===== config.mk =====
export PLATFORM = sky130hd
export DESIGN_NAME = adder_pipe
export DESIGN_NICKNAME = d
export VERILOG_FILES = /design/src/rtl/adder_pipe.sv
export SDC_FILE = /design/constraint.sdc
export NUM_CORES = 1
export LEC_CHECK = 0
export CORE_MARGIN = 4
export CORE_UTILIZATION = 59
export DETAILED_ROUTE_END_ITERATION = 12
export PLACE_DENSITY = 0.84
export SYNTH_ARGS = -nofsm -noshare
export SYNTH_HDL_FRONTEND = slang
export SYNTH_SLANG_ARGS = --single-unit
export TNS_END_PERCENT = 20

===== constraint.sdc =====
create_clock -name clk -period 10.4 [get_ports clk]
set_input_delay 2.08 -clock clk [delete_from_list [all_inputs] [get_ports clk]]
set_output_delay 2.08 -clock clk [all_outputs]
set_load 0.01 [all_outputs]

===== src/rtl/adder_pipe.sv =====
// Single-stage add/sub/accumulate/chain unit behind a valid/ready skid-free output register,
// with a carry-out delay line that advances once per consumed result.
module adder_pipe #(
  parameter int WIDTH = 128,
  parameter int DEPTH = 8
) (
  input  logic             clk,
  input  logic             clr,
  input  logic             in_valid,
  output logic             in_ready,
  input  logic [1:0]       mode,
  input  logic [WIDTH-1:0] a,
  input  logic [WIDTH-1:0] b,
  input  logic             cin,
  output logic             out_valid,
  input  logic             out_ready,
  output logic [WIDTH-1:0] d_out,
  output logic             cout,
  output logic             ovf,
  output logic             cout_dly,
  output logic [15:0]      txn_cnt
);

  typedef enum logic [1:0] {M_ADD = 2'b00, M_SUB = 2'b01, M_ACC = 2'b10, M_CHAIN = 2'b11} mode_e;

  typedef struct packed {
    logic [WIDTH-1:0] x;
    logic [WIDTH-1:0] y;
    logic             c;
  } addop_t;

  logic [WIDTH-1:0] acc;
  logic             carry_q;
  logic [DEPTH-1:0] dly;
  addop_t           op;
  logic [WIDTH:0]   sum;
  logic             sum_ovf;
  logic             accept, pop;

  assign in_ready = !out_valid || out_ready;
  assign accept   = in_valid && in_ready;
  assign pop      = out_valid && out_ready;
  assign cout_dly = dly[DEPTH-1];

  // Steer the three adder inputs per mode; SUB is a + ~b + 1 so cout means no-borrow.
  always_comb begin
    op = '{x: a, y: b, c: cin};
    unique case (mode_e'(mode))
      M_ADD:   op = '{x: a,   y: b,  c: cin};
      M_SUB:   op = '{x: a,   y: ~b, c: 1'b1};
      M_ACC:   op = '{x: acc, y: a,  c: cin};
      M_CHAIN: op = '{x: a,   y: b,  c: carry_q};
      default: op = '{x: a,   y: b,  c: cin};
    endcase
  end

  assign sum     = {1'b0, op.x} + {1'b0, op.y} + {{WIDTH{1'b0}}, op.c};
  assign sum_ovf = (op.x[WIDTH-1] == op.y[WIDTH-1]) && (sum[WIDTH-1] != op.x[WIDTH-1]);

  always_ff @(posedge clk) begin
    if (!clr) begin
      out_valid <= 1'b0;
      d_out     <= '0;
      cout      <= 1'b0;
      ovf       <= 1'b0;
      acc       <= '0;
      carry_q   <= 1'b0;
      dly       <= '0;
      txn_cnt   <= '0;
    end else begin
      if (accept) begin
        out_valid <= 1'b1;
        d_out     <= sum[WIDTH-1:0];
        cout      <= sum[WIDTH];
        ovf       <= sum_ovf;
        carry_q   <= sum[WIDTH];
        txn_cnt   <= txn_cnt + 16'd1;
        if (mode_e'(mode) == M_ACC) acc <= sum[WIDTH-1:0];
      end else if (pop) begin
        out_valid <= 1'b0;
      end
      // cout still holds the result being consumed, even when a new one lands this edge.
      if (pop) dly <= DEPTH'({dly, cout});
    end
  end

endmodule


* Yosys cells after proc, flatten, opt, wreduce, memory -nomap -nowiden *
Index checks and enable logic that the tools add are counted.

storage, ports and cells
  ROM bits = 0
  logic and storage cells = 27
  bits in latches = 0
  memories = 0
  bits in writable memories = 0
  flip-flop bits (word level) = 283

operators by class
  $add $sub $neg = 3
  equality and inequality tests = 5
  order comparisons = 0
  bitwise logic cells = 1
  muxes and demuxes = 3
  reductions and logical operators = 8
  shifts and indexed selects = 0
  $mul = 0
  div/mod/pow operators = 0

operators with widths
  operator               number
  $pmux 257 s4           1
  $add 128x128->129      1
  $add 129x1->129        1
  $not 128->128          1
  $add 16x1->16 const B  1
  $eq 2x2->1 const B     2
  $logic_and 1x1->1      3
  $eq 2x1->1 const B     1
  $logic_not 2->1        1
  $mux 1                 2
  $reduce_and 2->1       1
  $reduce_bool 2->1      1
  $eq 1x1->1             1
  $logic_not 1->1        1
  $logic_or 1x1->1       1
  $ne 1x1->1             1

* Longest topological paths before layout *
  depth after elaboration = 6
  gate-level depth with buffers = 19

* Least setup slack after synthesis *
OpenSTA, ideal clock, no wires.

  path type = input-to-reg
  start point = input mode[1]
  end point = register acc[126]
  stages on the path = 18
  setup time = 0.131 ns
  slack = 3.991 ns
  buffers on the path = 3
  required time = 10.269 ns
  arrival time = 6.277 ns
  path through = clkbuf_1 -> clkbuf_1 -> buf_1 -> xnor2_1 -> a21oi_1 -> fa_1 -> inv_1 -> fa_1 -> a211oi_1 -> o21ai_2 -> o221ai_1 -> a211o_1 -> a2111oi_4 -> o31ai_1 -> o211ai_2 -> a31o_2 -> a2111oi_0 -> nor3_1

between the ends
  word-level cells in the longest chain between the ends = 4
  elaborated cells between the ends (all ways) = 8
  classes of those cells = add/sub: 2; eq/ne: 3; mux: 1; reduce/logical: 2

RTL lines
  item                                      RTL line  text
  start: declaration                        11        input logic [1:0] mode,
  $eq 2x2->1, or another cell as far along  48        unique case (mode_e'(mode))
  $pmux 257 s4                              48
  $add 128x128->129                         57        assign sum = {1'b0, op.x} + {1'b0, op.y} + {{WIDTH{1'b0}}, op.c};
  $add 129x1->129                           57
  end signal: assignment                    78        if (mode_e'(mode) == M_ACC) acc <= sum[WIDTH-1:0];
  end: declaration                          32        logic [WIDTH-1:0] acc;

Parallel ways exist; a longest one is shown, timed or not.
A chain may end at the register's enable or synchronous reset.

* Worst setup path in the final report *
Ends and elaborated chain as after synthesis.

==> impl_metrics.yaml <==
critical_path:
  regToRegEndpoint: "acc[126]$_SDFFE_PN0P_"
  r2r-start: "carry_q$_SDFFE_PN0P_"
  r2r_cells: 15
  worstSetupEndpointType: "register"
  cp.required_ns: 10.82
  crit_top_cell: "o21ai_0"
  critPathCapture: "acc[126]$_SDFFE_PN0P_"
  r2r_setup_slack_ns: 5.88
  cp_max_fo: 134
  crit_start: "mode[1]"
  cp.arrival_ns: 7.66
  start_kind: "input port"
  cpPeakStageDelay_ns: 0.67
  slowest_stage: "a221oi_1"
  critPathKind: "in -> reg"
  crit_path_cell_trace: "buf_8 > buf_12 > mux2i_1 > o21ai_0 > ha_1 > a21oi_1 > o21ai_0 > a21o_1 > a221oi_1 > o211ai_1 > o31ai_1 > o211ai_2 > a31o_2 > a2111oi_0 > nor3_1"
sta:
  setup_violations: 0
  fin_crit_sh_pct: 69.63
  fin_setup_tns_ns: 0
  tightest_slew_ns: 1.187
  max-slew-margin-rel_pct: 20.65
  final_max_slew_viol_count: 0
  period_needed_ns: 7.241
  fmax_mhz: 138.1
  final.setup.worst_slack_ns: 3.159
  hold_viol_final: 0
  fin_worst_skew_ns: 0.01833
  rsz0062_at_grt: "false"
synthesis:
  ys_ff_latch: 283
  netlist_instances: 3552
  synth_compound_area_share_pct: 24.59
  synth_top_family_by_area: "simple AND/OR/NAND/NOR gates"
  synthesis.nets: 3945
  async_reset_ff_share_pct: 0
  synth-edff-count: 0
  ys_seq_area_share_pct: 23.34
  avgSynthCellArea_um2: 6.835
  muxShareOfSynthArea_pct: 5.401
  synth_xor_area_share_pct: 8.478
  ys_types: 84
  syn_area_um2: 24280
  synth-adder-area-share_pct: 6.761
  ys.warnings.count: 0
  synth-simple-area-share_pct: 26.93
  ys.flop_type: "dfxtp_1"
power_and_ir_drop:
  switching_power_w: 0.001709
  combPwrFrac_pct: 42.0
  pwr-share-clk_pct: 29.1
  intPower_w: 0.002653
  power_leakage_nw: 11.85
  power.density_nw_per_um2: 147.9
  switching_share_pct: 39.19
  vdd_drop_max_uv: 143.8
  seqPwrFrac_pct: 28.9
layout:
  fin_nets: 4170
  fillers: 3076
  area_growth_pct: 21.47
  drive_gt1_share_pct: 3.237
  mostFrequentLayoutCell: "nand2_1"
  mostFrequentLayoutCells: "nand2_1, clkdlybuf4s50_1, a21oi_1"
clock_network:
  cts_buffer_depth: 3
  cts.sink_count: 283
  cts.repair.resized: 0
  clkLatencyLatePin_ns: 0.56
  cts_buffers: 34
  cts_max_level: 2
  cts_tree: "yes"
  cts_setup_buffers: 0
  cts_root_buf: "clkbuf_16"
  path_clk_slew_ns: 0.05
  cts_hold_buf: 0
die:
  die_w_um: 210.9
  coreArea_um2: 40740
  io_pins: 412
  start_util_pct: 59.59
  die-area_um2: 44460
  die_y_um: 210.9
  rows: 74
placed_design:
  dpl.hpwl_mm: 68.21
  portBuffers: 411
  gp_congestion: 1.029
  dp_slack_ns: 2.712
flow_run:
  cap_violations: 0
routing:
  vias_per_cell: 6.530
  drt_iter0_drc: 3659
  vias: 28290
  wl_per_cell_um: 21.68
  routed_wl_mm: 93.96
  firstDrtPassIters: 8
  drc: 0
  ant_nets: 0
global_routing:
  use_met2_pct: 62.22
  gr-total-overflow: 0
  grt_max_degree: 135
  grt_use_total_pct: 39.57
  grtUsageMet3_pct: 7.263
  antenna_found_initial: 3
  grt_first_pass_wirelength_mm: 145.0
  grt_busiest_layer: "met2"
  grt_pass1_vias: 27200
  grt_use_met1_pct: 53.66
outcome:
  status: "finished clean"
worst_hold_path:
  hold_class: "reg -> reg"
-- cells in the mapped netlist, types with 14 or more instances --
master	count	area, µm²
nor4_1	15	93.84
buf_1	36	135.1
and2_1	38	237.7
nand2b_1	17	106.4
and3_1	21	131.4
a21o_1	50	375.4
nand4_1	68	425.4
o21a_1	55	412.9
mux2i_1	131	1311
o21bai_1	32	240.2
nand2_1	857	3217
a21oi_1	326	1632
dfxtp_1	283	5665
xnor2_1	183	1603
nand3_1	112	560.5
nor2_1	263	987.2
or3_1	26	162.7
nor3_1	47	235.2
a31oi_1	24	150.1
o21ai_0	304	1521
buf_2	22	110.1
ha_1	128	1602
inv_1	44	165.2
o31ai_1	14	105.1
xor2_1	52	455.4
o211ai_1	26	195.2
a211oi_1	24	180.2
clkbuf_1	182	683.2
-- layout make-up --
class / count / area (µm²) / area share (%)
Timing Repair Buffer: 429 / 4278 / 14.51
Tap cell: 532 / 665.6 / 2.257
Antenna cell: 1 / 2.502 / 0.008485
Multi-Input combinational cell: 2985 / 17560 / 59.54
Clock buffer: 44 / 959.7 / 3.254
Inverter: 44 / 170.2 / 0.5770
Clock inverter: 15 / 192.7 / 0.6533
Sequential cell: 283 / 5665 / 19.21
-- metrics by stage --
step           hold slack [ns]  instance area, µm²  cells  total power, W  utilization, %
3_5_place_dp            0.4472               28340   4273        0.003035           69.56
6_report                0.4604               29490   4333        0.004362           72.39
4_1_cts                 0.4568               29490   4332        0.004308           72.39
3_3_place_gp            0.4412               28340   4273        0.002997           69.56
5_1_grt                 0.4713               29490   4332        0.004537           72.39
2_1_floorplan           0.4321               24280   3552        0.002380               -
-- critical path: cells and delay by family --
| family | cells | cell delay, ns |
|---|---|---|
| muxes | 1 | 0.31 |
| buffers and inverters | 2 | 1.11 |
| adders and majority gates | 1 | 0.45 |
| and+or+nand+nor | 1 | 0.10 |
| AOI/OAI and AO/OA | 10 | 3.29 |
-- worst min path at each step --
stage | to | slack, ns | cells after the start | from
after floorplan | acc[107]$_SDFFE_PN0P_ | 0.43 | 2 | acc[107]$_SDFFE_PN0P_
after global placement | dly[1]$_SDFFE_PN0P_ | 0.44 | 2 | dly[1]$_SDFFE_PN0P_
after detailed placement | acc[61]$_SDFFE_PN0P_ | 0.45 | 2 | acc[61]$_SDFFE_PN0P_
after CTS | acc[61]$_SDFFE_PN0P_ | 0.46 | 2 | acc[61]$_SDFFE_PN0P_
after global routing | d_out[102]$_SDFFE_PN0P_ | 0.47 | 2 | d_out[102]$_SDFFE_PN0P_
final | d_out[102]$_SDFFE_PN0P_ | 0.46 | 2 | d_out[102]$_SDFFE_PN0P_
-- flip-flops by register name (all words and copies together), names as in the netlist --
name,cells
ovf,1
out_valid,1
dly,8
txn_cnt,16
d_out,128
acc,128
carry_q,1
-- routing by layer --
| layer | up-vias | wire, µm |
|---|---|---|
| li1 | 12870 | - |
| met2 | 1816 | 41230 |
| met3 | 336 | 9917 |
| met4 | 4 | 4368 |
| met1 | 13260 | 38370 |
| met5 | - | 69 |
-- power groups by stage --
stage / logic (W) / clock network (W) / registers (W)
CTS: 0.00178 / 0.00127 / 0.00126
detailed placement: 0.00176 / 0 / 0.00128
floorplan: 0.00109 / 0 / 0.00129
global placement: 0.00172 / 0 / 0.00127
global route: 0.00196 / 0.00131 / 0.00127
finish: 0.00183 / 0.00127 / 0.00126
-- kinds of logic after synthesis --
kind of cell    Yosys count
simple gates           1515
compound gates          974
buf+inv                 284
flops                   283
xor+xnor                235
mux                     131
fa+ha+maj               130
No activity file was read; power rests on OpenSTA's default activity.
